--- config.mk ---
export PLATFORM = sky130hd
export DESIGN_NAME = regfile_debug_arbiter
export DESIGN_NICKNAME = d
export VERILOG_FILES = /design/src/rtl/regfile_debug_arbiter.sv
export SDC_FILE = /design/constraint.sdc
export NUM_CORES = 1
export LEC_CHECK = 0
export ABC_AREA = 1
export CORE_AREA = 2 2 94 96
export CTS_BUF_LIST = sky130_fd_sc_hd__clkbuf_4 sky130_fd_sc_hd__clkbuf_8
export DETAILED_ROUTE_END_ITERATION = 8
export DIE_AREA = 0 0 96 98
export PLACE_DENSITY_LB_ADDON = 0.3
export SYNTH_ARGS = -nofsm -noshare
export SYNTH_HDL_FRONTEND = slang
export SYNTH_SLANG_ARGS = --single-unit
--- constraint.sdc ---
create_clock -name CLK -period 1.7 [get_ports CLK]
set_input_delay 0.51 -clock CLK [delete_from_list [all_inputs] [get_ports CLK]]
set_output_delay 0.51 -clock CLK [all_outputs]
set_load 0.01 [all_outputs]
--- src/rtl/regfile_debug_arbiter.sv ---
// Run-control FSM: halts and drains the pipeline, then lends the register file to a debug host.
// Halt takes 1+DRAIN_CYCLES cycles; the response is held until the host accepts it, and commands stall outside HALTED.
module regfile_debug_arbiter #(
   parameter int DRAIN_CYCLES = 3
) (
   input  logic        CLK,
   input  logic        RST_N,
   input  logic        Halt_Req,
   input  logic        Resume_Req,
   output logic        Halted,
   output logic        Stall_FD,
   output logic        Bubble_E,
   input  logic        REG_W_En_W,
   input  logic [4:0]  RD_W,
   input  logic [31:0] Result_W,
   input  logic [4:0]  RS1_D,
   output logic        RF_W_En,
   output logic [4:0]  RF_W_Addr,
   output logic [31:0] RF_W_Data,
   output logic [4:0]  RF_R_Addr1,
   input  logic [31:0] RF_R_Data1,
   input  logic        Dbg_Req_Valid,
   output logic        Dbg_Req_Ready,
   input  logic        Dbg_Req_Write,
   input  logic [4:0]  Dbg_Req_Addr,
   input  logic [31:0] Dbg_Req_Data,
   output logic        Dbg_Rsp_Valid,
   input  logic        Dbg_Rsp_Ready,
   output logic [31:0] Dbg_Rsp_Data
);

   localparam int CW = $clog2(DRAIN_CYCLES + 1);

   localparam logic [1:0] RUN    = 2'd0;
   localparam logic [1:0] DRAIN  = 2'd1;
   localparam logic [1:0] HALTED = 2'd2;
   localparam logic [1:0] RESP   = 2'd3;

   logic [1:0]    state;
   logic [CW-1:0] cnt;
   logic [31:0]   rsp_data;
   logic          cmd_fire;
   logic          dbg_owns_rf;

   assign cmd_fire    = (state == HALTED) && Dbg_Req_Valid;
   assign dbg_owns_rf = (state == HALTED) || (state == RESP);

   always_ff @(posedge CLK or negedge RST_N) begin
      if (!RST_N) begin
         state    <= RUN;
         cnt      <= '0;
         rsp_data <= '0;
      end else begin
         case (state)
            RUN: begin
               if (Halt_Req) begin
                  state <= DRAIN;
                  cnt   <= CW'(DRAIN_CYCLES);
               end
            end
            DRAIN: begin
               cnt <= cnt - CW'(1);
               if (cnt == CW'(1)) state <= HALTED;
            end
            HALTED: begin
               // A handshake in the same cycle as a resume takes priority.
               if (cmd_fire) begin
                  state <= RESP;
                  if (Dbg_Req_Write)
                     rsp_data <= (Dbg_Req_Addr != 5'd0) ? Dbg_Req_Data : 32'd0;
                  else
                     rsp_data <= RF_R_Data1;
               end else if (Resume_Req) begin
                  state <= RUN;
               end
            end
            default: begin
               if (Dbg_Rsp_Ready) state <= HALTED;
            end
         endcase
      end
   end

   assign Halted        = dbg_owns_rf;
   assign Stall_FD      = (state != RUN);
   assign Bubble_E      = (state != RUN);
   assign Dbg_Req_Ready = (state == HALTED);
   assign Dbg_Rsp_Valid = (state == RESP);
   assign Dbg_Rsp_Data  = rsp_data;

   always_comb begin
      RF_W_En    = REG_W_En_W;
      RF_W_Addr  = RD_W;
      RF_W_Data  = Result_W;
      RF_R_Addr1 = RS1_D;
      // Pipeline is drained while halted, so writeback is ignored and x0 writes are suppressed.
      if (dbg_owns_rf) begin
         RF_W_En    = cmd_fire && Dbg_Req_Write && (Dbg_Req_Addr != 5'd0);
         RF_W_Addr  = Dbg_Req_Addr;
         RF_W_Data  = Dbg_Req_Data;
         RF_R_Addr1 = Dbg_Req_Addr;
      end
   end

endmodule

# Yosys cells after proc, flatten, opt, wreduce, memory -nomap -nowiden
# Index checks and enable logic that the tools add are counted.
[word_totals]
reg_bits = 36
out_inout_bits = 80
word_cells = 37
[op_classes]
addsub = 1
n_eq_ne = 7
n_mux = 14
reduce_logical = 12
[op_table]
columns = ["operator", "n"]
rows = [
  ["32-bit 2-to-1 mux", 3],
  ["2-bit 2-to-1 mux", 6],
  ["5-bit 2-to-1 mux", 2],
  ["2-bit case mux with 3 select lines", 1],
  ["5-bit nonzero test", 1],
  ["2-bit by 1-bit equality test with 1-bit output, second input constant", 2],
  ["2-bit equality test, second input constant", 2],
  ["2-bit inequality test, second input constant", 2],
  ["2-bit case mux with 2 select lines", 1],
  ["2-bit AND reduction", 2],
  ["4-bit AND reduction", 1],
  ["2-bit nonzero test", 2],
  ["4-bit nonzero test", 1],
  ["1-bit logical AND", 3],
  ["3-bit by 2-bit inequality test with 1-bit output, second input constant", 1],
  ["2-bit zero test", 1],
  ["2-bit by 1-bit subtractor with 2-bit output, second input constant", 1],
  ["1-bit logical OR", 1],
  ["1-bit 2-to-1 mux", 1],
]

# Logic depth before layout (Yosys ltp)
[depth]
depth_word = 5
ltp_mapped = 9

# Worst setup path after synthesis
# No wires, ideal clock.
[synth_timing]
kind = "input -> output"
from = "input Dbg_Req_Addr[2]"
to = "output RF_W_En"
arrival_time_ns = 1.170
setup_slack_ns = 0.020
stages = 5
n_path_buf = 1
cell_sequence = "nor2_1 nand3b_1 clkbuf_1 nand3_1 nand2_1"
[synth_via]
elab_chain_len = 3
[synth_lines]
columns = ["item", "line", "text"]
rows = [
  ["start: declaration", "25", "input logic [4:0] Dbg_Req_Addr,"],
  ["5-bit nonzero test", "98", "RF_W_En = cmd_fire && Dbg_Req_Write && (Dbg_Req_Addr != 5'd0);"],
  ["1-bit logical AND", "98", ""],
  ["1-bit 2-to-1 mux", "97", "if (dbg_owns_rf) begin"],
  ["end: declaration", "17", "output logic RF_W_En,"],
]
# Every way passes these cells.

# Worst setup path in the final report
[layout_timing]
from = "register state[1]"
to = "output RF_W_Data[11]"
[layout_via]
elab_chain_len = 3
word_cells_on_any_way = 4
classes_between = "2 x eq/ne; 1 x mux; 1 x reduce/logical"
[layout_lines]
columns = ["item", "line", "text"]
rows = [
  ["start: declaration", "39", "logic [1:0] state;"],
  ["start signal: assignment", "50", "state <= RUN;"],
  ["start signal: assignment", "57", "state <= DRAIN;"],
  ["start signal: assignment", "63", "if (cnt == CW'(1)) state <= HALTED;"],
  ["2-bit equality test", "46", "assign dbg_owns_rf = (state == HALTED) || (state == RESP);"],
  ["1-bit logical OR (*)", "46", ""],
  ["32-bit 2-to-1 mux (*)", "97", ""],
  ["end: declaration", "19", "output logic [31:0] RF_W_Data,"],
]
# Every way passes the cells marked *; elsewhere a longest branch is shown, timed or not.

==> impl_metrics.yaml <==
sta:
  min_period_over_period_pct: 112
  clock.fmax_ghz: 0.526
  slew_headroom_pct: 57.2
  tns_ns: -6.02
  skew_ns: 0.00430
  grt_setup_unrepaired: "yes"
  drv_slew: 0
  hold_viol: 0
  fin_ws_ns: -0.200
  period_needed_ns: 1.90
  finalSetupViolCount: 44
  worst_slew_pin_slew_ns: 0.641
route:
  via_count: 3729
  ant_nets: 0
  wl_per_cell_um: 12.3
  viasPerCell: 4.41
  dr_wl_met3_um: 715
  drc: 0
  highest_layer: "met4"
  drt-total-wl_mm: 10.4
  dr_wl_met2_mm: 5.40
  drt-met1-wl_mm: 4.13
  drt_iter0_drc: 72
  first_pass_iters: 4
final_layout:
  layout-drive-gt1-share_pct: 25.7
  fin_cells: 846
  nNetsFinal: 857
  diodes: 0
  area_growth_pct: 90.2
yosys:
  synth_flop_cell: "dfrtp_1"
  synthTopCellsByArea: "dfrtp_1 (30%), nand2_1 (29%), inv_1 (13%)"
  synth-seq-area-share_pct: 30.0
  synth_cells: 517
  yosysWarnings: 0
  synth_top_cell_by_area: "dfrtp_1"
  syn_area_um2: 3000
  synth_most_common_cell: "nand2_1"
  ys_ff_latch: 36
  synth_nets: 637
  synth_top_area_share_pct: 30.0
  post_synth.cell_area_avg_um2: 5.81
  synth_cell_types: 20
  synth_edf_count: 0
  synth_common_cells: "nand2_1 (229), inv_1 (105), nor2_1 (73), dfrtp_1 (36), a21boi_2 (20)"
  async_reset_ff_share_pct: 100
setup_path:
  crit_start: "state[1]"
  crit_path_end_kind: "output port"
  cp-start-kind: "flop"
  cp_data_arrival_time_ns: 1.39
  critPathKind: "reg2out"
  rr_startpoint: "state[1]"
  critPathRequiredTime_ns: 1.19
  crit_fanout: 5
global_routing:
  gr-usage-all-layers_pct: 21.7
  grt_pass1_vias: 3533
  grt_max_degree: 65
  antenna_found_initial: 0
  grt_pass1_wl_mm: 16.4
  gr-total-overflow: 0
cts:
  insertion_delay_ns: 0.28
  cts_tree: "done"
  path_clk_slew_ns: 0.07
  root_buffer: "clkbuf_8"
  cts_htree_levels: 2
  cts_buffer_depth: 2
  cts_sinks: 36
  cts_made_buffers: 5
outcome:
  outcome: "complete, but fails checks"
  violations: "negative setup slack"
floorplan:
  core_area_um2: 8470
  pin_count: 199
  die_h_um: 98
  fp.dieArea_um2: 9410
  initial_core_util_pct: 35.5
  dieWidth_um: 96
  rows: 34
placement:
  gp_congestion: 0.838
  dp_cells: 823
  portBuffers: 198
  hpwl_mm: 7.40
pwr:
  vdd_drop_max_mv: 0.965
  power-per-cell-area_nw_per_um2: 1330
  p_leak_nw: 3.37
hold_path:
  min_path_type: "in2async"
run:
  cap_violations: 0
==> routing by layer <==
metal	global-route usage (%)	up-vias
met5	0	-
met4	5.38	0
met3	5.25	12
met2	39.4	127
met1	25.1	1679
li1	-	1911
==> report_power, final <==
group	leakage [nW]	switching, W	internal (W)
registers	0.388	0.000218	0.00126
logic	2.93	0.00258	0.00285
clock network	0.0523	0.000295	0.000363
total	3.37	0.00310	0.00447
==> worst paths after layout <==
kind | end | slack (ns) | cells past startpoint
max in group asynchronous | state[1] | 1.31 | 2
min in group CLK | cnt[1] | 0.53 | 2
worst max-delay path | RF_W_Data[11] | -0.20 | 6
worst min register to register | cnt[1] | 0.53 | 2
worst max register to register | Dbg_Rsp_Data[15] | 0.12 | 9
worst min-delay path | Dbg_Rsp_Data[5] | 0.18 | 2
==> through the flow <==
stage	area, um2	util (%)	power [W]	hold WS [ns]	setup WS, ns
after floorplan	3000	-	0.00374	0.214	0.0198
after global placement	5200	61.5	0.00613	0.483	-0.701
after detailed placement	5200	61.5	0.00626	0.488	-0.708
after CTS	5370	63.4	0.00712	0.184	-0.214
after global routing	5710	67.5	0.00817	0.191	-0.248
final	5710	67.5	0.00757	0.181	-0.200
==> cell type report <==
class	instances	area, um2
fillers	727	2750
repair buffers	241	2370
multi-input cells	347	1800
flip-flops and latches	36	902
inverters	106	400
well taps	108	135
clock buffers	8	97.6
==> flip-flops by register name (all words and copies together) (netlist names) <==
signal,count
state,2
cnt,2
Dbg_Rsp_Data,32
==> cell usage in the layout (no fill, tap or decap), types with 3 or more instances in the layout <==
| cell type | n |
|---|---|
| buf_2 | 31 |
| nand2_1 | 170 |
| dfrtp_1 | 35 |
| inv_2 | 3 |
| clkbuf_8 | 6 |
| dlymetal6s2s_1 | 11 |
| a21boi_1 | 9 |
| nand2_2 | 40 |
| dlygate4sd2_1 | 25 |
| a21boi_2 | 20 |
| buf_12 | 9 |
| buf_6 | 21 |
| o21ai_0 | 3 |
| clkdlybuf4s50_1 | 112 |
| buf_4 | 25 |
| a21boi_0 | 3 |
| nor2_4 | 3 |
| nand2_4 | 20 |
| nor2_1 | 70 |
| inv_1 | 102 |
| buf_8 | 3 |
==> logic make-up (layout without fill, tap and decap cells) <==
| logic type | Yosys count | after routing | share of synthesized area (%) |
|---|---|---|---|
| simple gates | 308 | 308 | 39.1 |
| buf+inv | 134 | 355 | 18.9 |
| compound gates | 38 | 38 | 11.6 |
| flops | 36 | 36 | 30.0 |
| fa+ha+maj | 1 | 1 | 0.417 |
==> timing repair <==
item	4_1_cts	5_1_grt
setup endpoints to repair	67	58
pin swaps	8	33
hold buffers	0	0
setup buffers	11	1
gates resized for setup	261	90
cloned	3	1
==> worst max-delay path, stage by stage (launching register included) <==
cell and delay (ns):
dfrtp_2 0.46, buf_6 0.14, buf_6 0.13, clkbuf_16 0.16, nand2_4 0.05, nand2_1 0.04, buf_2 0.13
Power figures use the tool's default switching activity.
